===== config.mk =====
export PLATFORM = sky130hd
export DESIGN_NAME = uci_line_arbiter
export DESIGN_NICKNAME = d
export VERILOG_FILES = /design/src/rtl/uci_line_arbiter.sv
export SDC_FILE = /design/constraint.sdc
export NUM_CORES = 1
export LEC_CHECK = 0
export BUFFER_PORTS_ARGS = -buffer_cell sky130_fd_sc_hd__buf_2
export CAP_MARGIN = 20
export CORE_ASPECT_RATIO = 2
export CORE_UTILIZATION = 48
export DETAILED_ROUTE_END_ITERATION = 7
export GPL_TIMING_DRIVEN = 0
export HOLD_SLACK_MARGIN = 0.1
export PLACE_DENSITY = 0.76
export SKIP_LAST_GASP = 1
export SLEW_MARGIN = 10
export SYNTH_ARGS = -nofsm -noshare
export SYNTH_HDL_FRONTEND = slang
export SYNTH_SLANG_ARGS = --single-unit

===== constraint.sdc =====
create_clock -name clk_in -period 2.25 [get_ports clk_in]
set_input_delay 0.5625 -clock clk_in [delete_from_list [all_inputs] [get_ports clk_in]]
set_output_delay 0.5625 -clock clk_in [all_outputs]
set_load 0.01 [all_outputs]

===== src/rtl/uci_line_arbiter.sv =====
`default_nettype none
// ============================================================================
// Module  : uci_line_arbiter
// Brief   : Line-atomic round-robin arbiter sharing one UCI character stream.
// Revision: 1.0
// ============================================================================
module uci_line_arbiter #(
    parameter int NUM_REQ        = 3,
    parameter int TIMEOUT_CYCLES = 1024
) (
    input  logic                 clk_in,
    input  logic                 rst_n_in,
    input  logic [NUM_REQ*8-1:0] req_char_in,
    input  logic [NUM_REQ-1:0]   req_valid_in,
    output logic [NUM_REQ-1:0]   req_ready_out,
    output logic [7:0]           char_out,
    output logic                 char_out_valid,
    input  logic                 char_out_ready,
    output logic [NUM_REQ-1:0]   grant_out,
    output logic                 timeout_out
);

    localparam int IDX_W = $clog2(NUM_REQ);
    localparam int CNT_W = $clog2(TIMEOUT_CYCLES + 1);
    localparam logic [7:0]       C_NEWLINE = 8'h0A;
    localparam logic [CNT_W-1:0] C_CNT_MAX = CNT_W'(TIMEOUT_CYCLES);
    localparam logic [IDX_W-1:0] C_LAST_RST = IDX_W'(NUM_REQ - 1);

    typedef enum logic [1:0] {
        ST_IDLE  = 2'd0,
        ST_PASS  = 2'd1,
        ST_FLUSH = 2'd2
    } state_t;

    state_t             r_state;
    logic [IDX_W-1:0]   r_last;
    logic [NUM_REQ-1:0] r_grant;
    logic [7:0]         r_char;
    logic               r_valid;
    logic               r_timeout;
    logic [CNT_W-1:0]   r_cnt;

    logic               w_free;
    logic               w_gvalid;
    logic [7:0]         w_gchar;
    logic               w_accept;
    logic [IDX_W-1:0]   w_pick_idx;

    assign w_free   = !r_valid || char_out_ready;
    assign w_gvalid = req_valid_in[r_last];
    assign w_gchar  = req_char_in[r_last*8 +: 8];
    assign w_accept = (r_state == ST_PASS) && w_free && w_gvalid;

    // Scan in reverse so the final hit is the nearest index after r_last.
    always_comb begin
        w_pick_idx = '0;
        for (int i = NUM_REQ; i >= 1; i--) begin
            if (req_valid_in[(int'(r_last) + i) % NUM_REQ]) begin
                w_pick_idx = IDX_W'((int'(r_last) + i) % NUM_REQ);
            end
        end
    end

    always_comb begin
        req_ready_out = '0;
        if (r_state == ST_PASS && w_free) begin
            req_ready_out[r_last] = 1'b1;
        end
    end

    always_ff @(posedge clk_in or negedge rst_n_in) begin
        if (!rst_n_in) begin
            r_state   <= ST_IDLE;
            r_last    <= C_LAST_RST;
            r_grant   <= '0;
            r_char    <= '0;
            r_valid   <= 1'b0;
            r_timeout <= 1'b0;
            r_cnt     <= '0;
        end else begin
            r_timeout <= 1'b0;
            case (r_state)
                ST_IDLE: begin
                    if (char_out_ready) begin
                        r_valid <= 1'b0;
                    end
                    if (|req_valid_in) begin
                        r_last  <= w_pick_idx;
                        r_grant <= NUM_REQ'(1) << w_pick_idx;
                        r_cnt   <= '0;
                        r_state <= ST_PASS;
                    end
                end
                ST_PASS: begin
                    if (w_accept) begin
                        r_char  <= w_gchar;
                        r_valid <= 1'b1;
                        r_cnt   <= '0;
                        if (w_gchar == C_NEWLINE) begin
                            r_grant <= '0;
                            r_state <= ST_IDLE;
                        end
                    end else begin
                        if (w_free) begin
                            r_valid <= 1'b0;
                        end
                        if (r_cnt != C_CNT_MAX) begin
                            r_cnt <= r_cnt + 1'b1;
                        end
                        // Fire on the same edge that the counter reaches the limit.
                        if (r_cnt == C_CNT_MAX - 1'b1) begin
                            r_timeout <= 1'b1;
                            r_grant   <= '0;
                            r_state   <= ST_FLUSH;
                        end
                    end
                end
                ST_FLUSH: begin
                    if (w_free) begin
                        r_char  <= C_NEWLINE;
                        r_valid <= 1'b1;
                        r_state <= ST_IDLE;
                    end
                end
                default: begin
                    r_state <= ST_IDLE;
                end
            endcase
        end
    end

    assign char_out       = r_char;
    assign char_out_valid = r_valid;
    assign grant_out      = r_grant;
    assign timeout_out    = r_timeout;

endmodule
`default_nettype wire


Word-level counts from Yosys, hierarchy flattened. Index checks and enable logic that the tools add are counted.

Flip-flop bits (word level): 28. Input port bits: 30. Output and inout bits: 16. Logic and storage cells: 93.

Add/sub/neg operators: 4. Div/mod/pow operators: 3. $lt $le $gt $ge: 5. Eq/ne operators: 13. Shift-type cells: 2. Multiplexer cells: 43. Reduce and logical (&&, ||, !) cells: 16.

Operators with widths (count): $lt A32 B4 Y1 const B (3); $mod A32 B3 Y32 const B (3); $mux W11 (3); $shiftx A24 B6 Y8 (1); $pmux W11 S2 (1); $mux W2 (8); $mux W8 (2); $pmux W8 S2 (1); $mux W1 (15); $mux W3 (5); $reduce_and A4 Y1 (3); $add A11 B1 Y11 const B (1); $eq A11 B10 Y1 const B (1); $ne A11 B11 Y1 const B (1); $ne A3 B2 Y1 const B (3); $bmux W1 S2 (4); $eq A8 B4 Y1 const B (1); $ne A2 B2 Y1 const B (4); $add A2 B2 Y3 const B (2); $pmux W2 S3 (1); $pmux W3 S2 (1); $reduce_and A3 Y1 (2); $reduce_bool A2 Y1 (2); $add A2 B1 Y3 const B (1); 15 further kinds (17).

Logic depth before layout (Yosys ltp).
Word-level depth: 11. Mapped depth: 9. Depth with buffers taken out: 7.

Least setup slack after synthesis. OpenSTA, ideal clock, no wires.

Path kind: register to register. Start point: register r_last[0]. End point: register r_grant[0] (netlist: grant_out[0]). Setup time: 135 ps. Arrival time: 2031 ps. Data required time: 2115 ps. Path slack: 84 ps. Stages on the path, launching flop included: 9. Buffers on the path: 1. Clock period less this slack: 2166 ps. Cells stage by stage: dfrtp_1 buf_2 inv_1 ha_1 nand2b_1 and3_1 or3_1 a211oi_1 a21oi_1.

Cells in the longest elaborated chain, start to end: 11. Elaborated cells between the ends (all ways): 30. Classes of those cells: 3 x add/sub; 3 x div; 3 x eq/ne; 2 x shift; 17 x mux; 2 x reduce/logical.

Ends and longest elaborated chain: from (decl) (RTL line 36) `logic [IDX_W-1:0] r_last;`; from (signal assigned) (RTL line 88) `r_last <= w_pick_idx;`; $add A2 B2 Y3 (RTL line 58, 59); $mod A32 B3 Y32 (RTL line 58, 59); $bmux W1 S2 (RTL line 58) `if (req_valid_in[(int'(r_last) + i) % NUM_REQ]) begin`; $mux W1 (not written as such) (2 in series) (RTL line 58); $mux W2 (3 in series) (RTL line 58); $shl A1 B2 Y3 (RTL line 89) `r_grant <= NUM_REQ'(1) << w_pick_idx;`; $mux W3 (RTL line 87) `if (|req_valid_in) begin`; $pmux W3 S2 (RTL line 82) `case (r_state)`; to (signal assigned) (RTL line 89); to (decl) (RTL line 37) `logic [NUM_REQ-1:0] r_grant;`.

Several ways; a longest one is shown, not always the timed one. The select of a mux whose other input is x is not followed. A chain may end at the register's enable or synchronous reset.

Worst setup path in the final report.
Start point: register r_last[1]. End point: register r_grant[0] (netlist: grant_out[0]).

Same word-level chain as after synthesis.

==> metrics.md <==
| Metric | Value |
|---|---|
| Outcome | completed |
| Critical path required time | 2.40 ns |
| Final period util | 0.985 |
| I/O pin cnt | 46 |
| Worst VDD drop | 871 uV |
| TritonRoute pass-1 iters | 4 |
| Final ANT Viol Nets | 0 |
| H-tree depth | 1 |
| Fin. max-slew vios | 0 |
| Via density | 5.96 |
| Tmin final | 2.22 ns |
| Yosys reg bits | 28 |
| Syn nets | 256 |
| Hpwl dp | 3960 um |
| Peak fanout along the critical path | 5 |
| Final #Nets | 313 |
| Drt initial violations | 70 |
| Unrepaired setup endpoints after global routing | yes |
| DRC | 0 |
| Root buffer cell | clkbuf_8 |
| Via Count | 1920 |
| Clk_skew | 0.00879 ns |
| Initial antenna violation count | 0 |
| Final WL | 5100 um |
| Clock Path Buffers | 2 |
| Dominant synthesized flop cell | dfrtp_1 |
| Clock Sinks | 28 |
| Synthesized area | 1910 um2 |
| MaxCap Viol Count | 0 |
| Most frequent cells in the layout | buf_2 (47), dfrtp_1 (25), nand2_1 (22), nor2_1 (13), o21ai_0 (13) |
| Die Span Y | 91.3 um |
| Core Area | 3840 um2 |
| Final worst slack | 0.0338 ns |
| Setup TNS | 0 ns |
| FMAX | 451 MHz |
| Ratio of cells with drive above 1 in the final layout | 0.314 |
| Yosys cell types | 44 |
| CTS tree | yes |
| Initial Util | 0.498 |
| Clk pin slew, worst setup/hold paths | 0.10 ns |
| Vias in the first global route | 1949 |
| WL/cell | 15.8 um |
| Rows | 32 |
| Final Hold Vio Count | 0 |
| Global-route usage over all layers | 0.266 |
| Routability cong. | 0.920 |
| Cell Chain, Critical Path | clkinvlp_4 > ha_1 > nand2b_1 > and3_1 > or3_4 > a211oi_2 > a21oi_1 |
| Fin util | 0.624 |
| Post-synth EDFFs | 0 |
| Critical Path Max Stage Delay | 0.58 ns |
| Hold_ws | 0.274 ns |
| First-pass GRT wire length | 8470 um |
| Worst Setup Path Type | reg2reg |
| P&R area growth vs syn | 25.4% |
| Die Width | 46.6 um |
| Slew headroom | 0.593 |
| Syn Inst Count | 215 |
| Nature of the critical path startpoint | register |
| Clock Latency Late Sink | 0.29 ns |
| FFs w/ async S/R, synth | 1.00 |
| Critical-path top delay cell | dfstp_2 |
| IO Port Bufs | 45 |
| Num CTS Buffers | 3 |
| Pwr/cell area | 1220 nW/um2 |
| Most common cell after layout, fill and taps aside | buf_2 |
| Largest net degree at the start of global routing | 29 |
| Die area | 4260 um2 |
| Hold buffers post-CTS | 0 |
| Grt ovf | 0 |
| Worst endpoint data arrival time | 2.37 ns |
| Leakage | 1.07 nW |
| Syn avg cell area | 8.90 um2 |
| Pre-CTS setup slack | -0.202 ns |
| Final setup viols | 0 |
| Worst-Margin Slew | 0.611 ns |
| Min-Delay Path Class | in2async |
| YS warnings | 0 |
| CP Capture Type | register |
| Seq/Total Area, Yosys | 0.367 |
| Diode count | 0 |
| Tot Pwr | 2.92 mW |
[flip-flops by register name, summed over array words and instances, names as in the netlist]
register	flops
r_cnt	11
char_out	8
grant_out	3
r_last	2
r_state	2
char_out_valid	1
timeout_out	1
[synthesized netlist by cell type, drive strengths merged (3+ instances only)]
cell type,n,area (um2)
mux2,6,67.6
mux2i,6,60.1
nor2,13,48.8
o31ai,11,82.6
buf,4,22.5
a211oi,4,35.0
or3,5,31.3
inv,12,45.0
o2bb2ai,5,50.0
nor4,4,25.0
nand2,22,82.6
and3,4,25.0
o21ai,18,90.1
nand2b,3,18.8
a2bb2oi,3,26.3
a22oi,6,45.0
nor2b,4,25.0
dfrtp,27,676
nand4,7,43.8
nor3,4,20.0
a21oi,11,55.1
nand3,4,20.0
ha,11,138
[path summary, 6_finish.rpt]
path / cells past startpoint / from / slack (ns) / end
worst min register to register: 2 / char_out[2] / 0.49 / char_out[2]
max in group asynchronous: 1 / rst_n_in / 1.53 / r_last[0]
worst max register to register: 7 / r_last[1] / 0.03 / grant_out[0]
worst max-delay path: 7 / r_last[1] / 0.03 / grant_out[0]
worst min-delay path: 1 / rst_n_in / 0.27 / timeout_out
min in group clk_in: 2 / char_out[2] / 0.49 / char_out[2]
[per-stage QoR]
stage	std cells	area, um2
2_1_floorplan	215	1910
3_3_place_gp	311	2200
3_5_place_dp	311	2200
4_1_cts	318	2310
5_1_grt	322	2400
6_report	322	2400
[cells by family after synthesis]
kind of cell	Yosys count	share of synthesized area
buf+inv	18	0.0392
flops	28	0.367
xor+xnor	2	0.00916
fa+ha+maj	11	0.0719
compound gates	66	0.235
mux	12	0.0667
simple gates	78	0.211
[metal layers]
| layer | vias up | share of wire | wire (um) | track usage |
|---|---|---|---|---|
| met5 | - | 0 | 0 | 0 |
| met4 | 0 | 0.030 | 154 | 0.124 |
| met3 | 14 | 0.030 | 154 | 0.0199 |
| met2 | 68 | 0.58 | 2970 | 0.483 |
| met1 | 922 | 0.36 | 1820 | 0.284 |
| li1 | 916 | - | - | - |
[worst max-delay path, delay by kind of cell (launching register included)]
family | cells | cell delay, ns
compound gates | 2 | 0.27
fa+ha+maj | 1 | 0.34
buf+inv | 1 | 0.10
flops | 1 | 0.58
simple gates | 3 | 0.79
[layout make-up]
class | instances | area, um2
Buffer | 6 | 40.0
Multi-Input combinational cell | 169 | 1190
Fill cell | 359 | 1440
Clock buffer | 3 | 41.3
Sequential cell | 28 | 704
Inverter | 12 | 48.8
Clock inverter | 1 | 30.0
Tap cell | 51 | 63.8
Timing Repair Buffer | 52 | 278
[power by group]
group	internal, mW	leakage, nW	total, mW	switching [mW]
combinational	0.721	0.673	1.76	1.03
sequential	0.650	0.365	0.755	0.104
clock	0.239	0.0357	0.409	0.170
total	1.61	1.07	2.92	1.31
[timing repair]
action	4_1_cts	5_1_grt
endpoints found under the setup margin	11	12
setup buffers	3	4
pin swaps	1	2
gates resized for setup	8	15
Power figures use the tool's default switching activity.
